<file path="config.mk">
export PLATFORM = sky130hd
export DESIGN_NAME = spk_dect_multi
export DESIGN_NICKNAME = d
export VERILOG_FILES = /design/src/rtl/spk_dect_multi.sv
export SDC_FILE = /design/constraint.sdc
export NUM_CORES = 2
export LEC_CHECK = 0
export CORE_ASPECT_RATIO = 2
export CORE_MARGIN = 2
export CORE_UTILIZATION = 55
export DETAILED_ROUTE_END_ITERATION = 8
export PLACE_DENSITY = 0.73
export SLEW_MARGIN = 20
export SYNTH_ARGS = -nofsm -noshare
export SYNTH_HDL_FRONTEND = slang
export SYNTH_SLANG_ARGS = --single-unit
</file>
<file path="constraint.sdc">
create_clock -name clk -period 46 [get_ports clk]
set_input_delay 9.2 -clock clk [delete_from_list [all_inputs] [get_ports clk]]
set_output_delay 9.2 -clock clk [all_outputs]
set_load 0.01 [all_outputs]
</file>
<file path="src/rtl/spk_dect_multi.sv">
// Per-channel threshold spike detector with refractory suppression
// and a first-word-fall-through event FIFO with drop counting.
module spk_dect_multi #(
  parameter int N_CH       = 160,
  parameter int CH_W       = 12,
  parameter int DATA_W     = 32,
  parameter int FRAME_W    = 32,
  parameter int HASH_W     = 32,
  parameter int REFRAC_W   = 8,
  parameter int FIFO_DEPTH = 16
) (
  input  logic                          clk,
  input  logic                          rst_n,
  input  logic                          en,
  input  logic                          polarity,
  input  logic [REFRAC_W-1:0]           refrac_len,
  input  logic                          in_valid,
  input  logic [FRAME_W-1:0]            in_frame,
  input  logic [CH_W-1:0]               in_ch,
  input  logic [HASH_W-1:0]             in_ch_hash,
  input  logic [DATA_W-1:0]             in_thr,
  input  logic [DATA_W-1:0]             in_data,
  output logic                          out_valid,
  input  logic                          out_ready,
  output logic [FRAME_W-1:0]            out_frame,
  output logic [CH_W-1:0]               out_ch,
  output logic [HASH_W-1:0]             out_ch_hash,
  output logic [DATA_W-1:0]             out_data,
  output logic [$clog2(FIFO_DEPTH):0]   fifo_level,
  output logic [15:0]                   drop_cnt
);

  localparam int IDX_W = $clog2(N_CH);
  localparam int AW    = $clog2(FIFO_DEPTH);
  localparam int LW    = AW + 1;

  typedef struct packed {
    logic [FRAME_W-1:0] frame;
    logic [CH_W-1:0]    ch;
    logic [HASH_W-1:0]  hash;
    logic [DATA_W-1:0]  data;
  } ev_t;

  logic                s1_vld_q, s1_vld_d;
  ev_t                 s1_ev_q, s1_ev_d;
  logic [DATA_W-1:0]   s1_thr_q, s1_thr_d;
  logic [N_CH-1:0]     below_q, below_d;
  logic [REFRAC_W-1:0] refrac_q [N_CH];
  logic [REFRAC_W-1:0] refrac_d [N_CH];
  ev_t                 mem_q [FIFO_DEPTH];
  logic [AW-1:0]       wr_q, wr_d, rd_q, rd_d;
  logic [LW-1:0]       lvl_q, lvl_d;
  logic [15:0]         drop_q, drop_d;

  logic             take, cond, spike;
  logic             full, pop, push;
  logic [IDX_W-1:0] idx;
  ev_t              head;

  assign take = in_valid & en & (32'(in_ch) < N_CH);

  always_comb begin
    s1_vld_d = take;
    s1_ev_d  = s1_ev_q;
    s1_thr_d = s1_thr_q;
    if (take) begin
      s1_ev_d  = '{frame: in_frame, ch: in_ch,
                   hash: in_ch_hash, data: in_data};
      s1_thr_d = in_thr;
    end
  end

  // Arrays are read and written in the same cycle, so a
  // back-to-back sample on one channel sees the fresh update.
  always_comb begin
    idx      = s1_ev_q.ch[IDX_W-1:0];
    cond     = polarity
             ? ($signed(s1_ev_q.data) > $signed(s1_thr_q))
             : ($signed(s1_ev_q.data) < $signed(s1_thr_q));
    spike    = s1_vld_q & cond & ~below_q[idx]
             & (refrac_q[idx] == '0);
    below_d  = below_q;
    refrac_d = refrac_q;
    if (s1_vld_q) begin
      below_d[idx] = cond;
      if (spike)
        refrac_d[idx] = refrac_len;
      else if (refrac_q[idx] != '0)
        refrac_d[idx] = refrac_q[idx] - 1'b1;
    end
  end

  always_comb begin
    out_valid = (lvl_q != '0);
    full      = (lvl_q == LW'(FIFO_DEPTH));
    pop       = out_valid & out_ready;
    push      = spike & (~full | pop);
    wr_d      = wr_q + AW'(push);
    rd_d      = rd_q + AW'(pop);
    lvl_d     = lvl_q + LW'(push) - LW'(pop);
    drop_d    = drop_q;
    if (spike & ~push & (drop_q != 16'hFFFF))
      drop_d = drop_q + 16'd1;
  end

  assign head        = mem_q[rd_q];
  assign out_frame   = out_valid ? head.frame : '0;
  assign out_ch      = out_valid ? head.ch    : '0;
  assign out_ch_hash = out_valid ? head.hash  : '0;
  assign out_data    = out_valid ? head.data  : '0;
  assign fifo_level  = lvl_q;
  assign drop_cnt    = drop_q;

  always_ff @(posedge clk or negedge rst_n) begin
    if (!rst_n) begin
      s1_vld_q <= 1'b0;
      s1_ev_q  <= '0;
      s1_thr_q <= '0;
      below_q  <= '0;
      for (int i = 0; i < N_CH; i++)
        refrac_q[i] <= '0;
      wr_q     <= '0;
      rd_q     <= '0;
      lvl_q    <= '0;
      drop_q   <= '0;
    end else begin
      s1_vld_q <= s1_vld_d;
      s1_ev_q  <= s1_ev_d;
      s1_thr_q <= s1_thr_d;
      below_q  <= below_d;
      refrac_q <= refrac_d;
      wr_q     <= wr_d;
      rd_q     <= rd_d;
      lvl_q    <= lvl_d;
      drop_q   <= drop_d;
    end
  end

  always_ff @(posedge clk) begin
    if (push)
      mem_q[wr_q] <= s1_ev_q;
  end

endmodule

</file>
==> impl_metrics.tcl <==
set metrics [dict create \
    status "finished, final reports clean" \
    critPathLaunchType "flop" \
    p_sw_frac 0.304 \
    yosys.area.top_type "edfxtp_1" \
    cap_violations 0 \
    finalWorstSetupSlack_ns 30.34 \
    instances_no_fill 11800 \
    grt_pass1_vias 81200 \
    synth_cell_types 78 \
    r2r_slack_ns 35.30 \
    finalWorstPathRequiredPeriod_ns 15.66 \
    io_buffers 283 \
    p_clk_frac 0.313 \
    p_int_mw 5.50 \
    synthCells 7981 \
    timing.rr.end "mem_q[7][46]" \
    crit_path_end_kind "output pin" \
    syn_nets 8179 \
    setup_viol 0 \
    cp_slowest_stage_delay_ns 1.00 \
    ant_nets 0 \
    die_w_um 361 \
    synth-seq-cells 3338 \
    clockBufferDepth 4 \
    crit_chain "buf_4, buf_4, buf_4, mux4_2, mux4_2, and2_1, clkdlybuf4s50_1" \
    critical_path_required_ns 36.80 \
    die_y_um 718 \
    fin_skew_ns 0.0568 \
    rows 262 \
    mostFrequentLayoutCell "edfxtp_1" \
    synth_top_area_frac 0.370 \
    synthTopCellsByArea "edfxtp_1 37%, dfrtp_1 29%, mux4_2 13%, mux2_2 11%, mux2i_1 1.9%" \
    area_delta_synth_final_pct 11.5 \
    cts_root_buf "clkbuf_16" \
    cts_sinks 3338 \
    slowest_stage "dfrtp_4" \
    p_switching_mw 2.40 \
    ctsHoldBuffers 0 \
    worstHoldPathCells 1 \
    synth-edff-count 1728 \
    critPathMaxFanout 49 \
    path_buf_inv 4 \
    postPlaceCellArea_um2 147000 \
    hold_end "refrac_q[745]" \
    final_util 0.615 \
    fin_crit_sh 0.340 \
    final.setup.tns_ns 0 \
    placedCellCount 11200 \
    antenna_found_initial 25 \
    power_density_nw_per_um2 50.6 \
    numCtsBuffers 289 \
    syn_area_per_cell_um2 17.6 \
    hold-worst-slack_ns 0.490 \
    finalPower_mw 7.90 \
    num-fill-cells 18000 \
    initial_core_util 0.552 \
    clkLatencyLatePin_ns 0.88 \
    relSlewSlack 0.126 \
    min-delay-start "refrac_q[745]" \
    nNetsFinal 8423 \
    multi_input_area_um2 45700 \
    viasPerCell 6.45 \
    ctsResizeCount 0 \
    drt_first_pass_iters 5 \
    min_path_type "flop to flop" \
    pwr-share-seq 0.426 \
    vias 75900 \
    final_cell_mix "1728 x edfxtp_1, 1600 x dfrtp_1, 1397 x mux2_2" \
    place_hpwl_um 235000 \
    path_class "flop to output pin" \
    crit_top_cell "buf_4" \
    pwr-share-comb 0.262 \
    seqCellArea_um2 92200 \
    yosysWarnings 0 \
    drive_gt1_frac 0.356 \
    globalRouteOverflowTotal 0 \
    crit_family "buffers and inverters" \
    reg2regPathDepth 20 \
    worst_pin_slew_ns 1.31 \
    totalWireLength_um 388000 \
    cp_data_arrival_time_ns 6.46 \
    r2r_start "idx[1]" \
    cts_setup_buffers 0 \
    grt_start_max_net_pins 206 \
    seq_area_frac_synth 0.658 \
    ys.flop_type "edfxtp_1" \
    ios 284 \
    synthesis.area_um2 140000 \
    clk_pin_slew_ns 0.07 \
    fmax_mhz 63.9 \
    die_area_um2 259000 \
    drt_iter0_markers 7496 \
    cts_tree "done" \
    htree_num_levels 5 \
    gp_congestion 0.984 \
    grt.total_usage 0.300 \
    ir_drop_v 0.0000516 \
    slew_violations 0 \
    core-area_um2 254000 \
    rsz0062_at_grt "false" \
    async_flop_share 0.482 \
    final_area_um2 156000 \
    drc_errors 0 \
    pre_cts_ws_ns 31.02 \
    p_leak_nw 62.1 \
    wire_per_inst_um 33.0 \
    grt_pass1_wl_um 563000 \
    hold_viol 0 \
]
## power by group through the flow
stage | Sequential, mW | Combinational (mW) | Clock, mW
2_1_floorplan | 3.35 | 1.32 | 0
3_3_place_gp | 3.41 | 2.02 | 0
3_5_place_dp | 3.42 | 2.06 | 0
4_1_cts | 3.36 | 2.07 | 2.50
5_1_grt | 3.37 | 2.17 | 2.61
6_report | 3.36 | 2.07 | 2.47
## cell usage after synthesis, types with 50 or more instances
master    instances
mux2_2         1399
clkbuf_1        284
inv_1            50
and2_1          130
mux2_1           53
a22oi_1         149
buf_1            70
nand3_1          82
mux4_2          781
mux2i_1         268
edfxtp_1       1728
dfrtp_1        1610
buf_2           118
nand2_2         100
nand2_1         633
## cells by family (layout without fill, tap and decap cells)
group | count (synthesis) | count (layout) | synth area share
muxes | 2502 | 2502 | 0.261
other | 0 | 13 | 0
AOI/OAI and AO/OA | 347 | 347 | 0.0178
DFF | 3338 | 3338 | 0.658
buffers and inverters | 586 | 1047 | 0.0191
xor gates and xnor gates | 25 | 25 | 0.00156
adders and majority gates | 44 | 44 | 0.00398
and+or+nand+nor | 1139 | 1139 | 0.0384
## state kept, by name, summed over array words and instances (netlist names)
name,count
mem_q,1728
refrac_q,1280
below_q,160
s1_ev_q,100
s1_thr_q,32
drop_cnt,16
idx,8
fifo_level,5
rd_q,4
wr_q,4
s1_vld_q,1
## final cells by class
type | instances | area share
flip-flops and latches | 3338 | 0.590
repair buffers | 488 | 0.0293
clock inverters | 100 | 0.00674
diodes | 13 | 0.000208
multi-input cells | 4057 | 0.292
well taps | 3300 | 0.0264
inverters | 51 | 0.00126
clock buffers | 408 | 0.0535
## how the worst max path moves through the flow
stage	from	to	slack, ns	cells after the start
final	rd_q[0]	out_frame[7]	30.34	7
after global routing	rd_q[0]	out_frame[7]	29.78	7
after CTS	rd_q[0]	out_frame[7]	30.08	7
after detailed placement	rd_q[0]	out_frame[7]	31.02	7
after global placement	rd_q[0]	out_frame[7]	31.11	7
after floorplan	polarity	mem_q[8][0]	23.51	8
## layer usage
metal  vias to the layer above  part of all wire  GRT usage
li1                      31200                 -          -
met1                     40500              0.34      0.346
met2                      3239              0.51      0.510
met3                       980             0.070     0.0561
met4                        16             0.080      0.205
met5                         -           0.00028          0
Power figures use the tool's default switching activity.
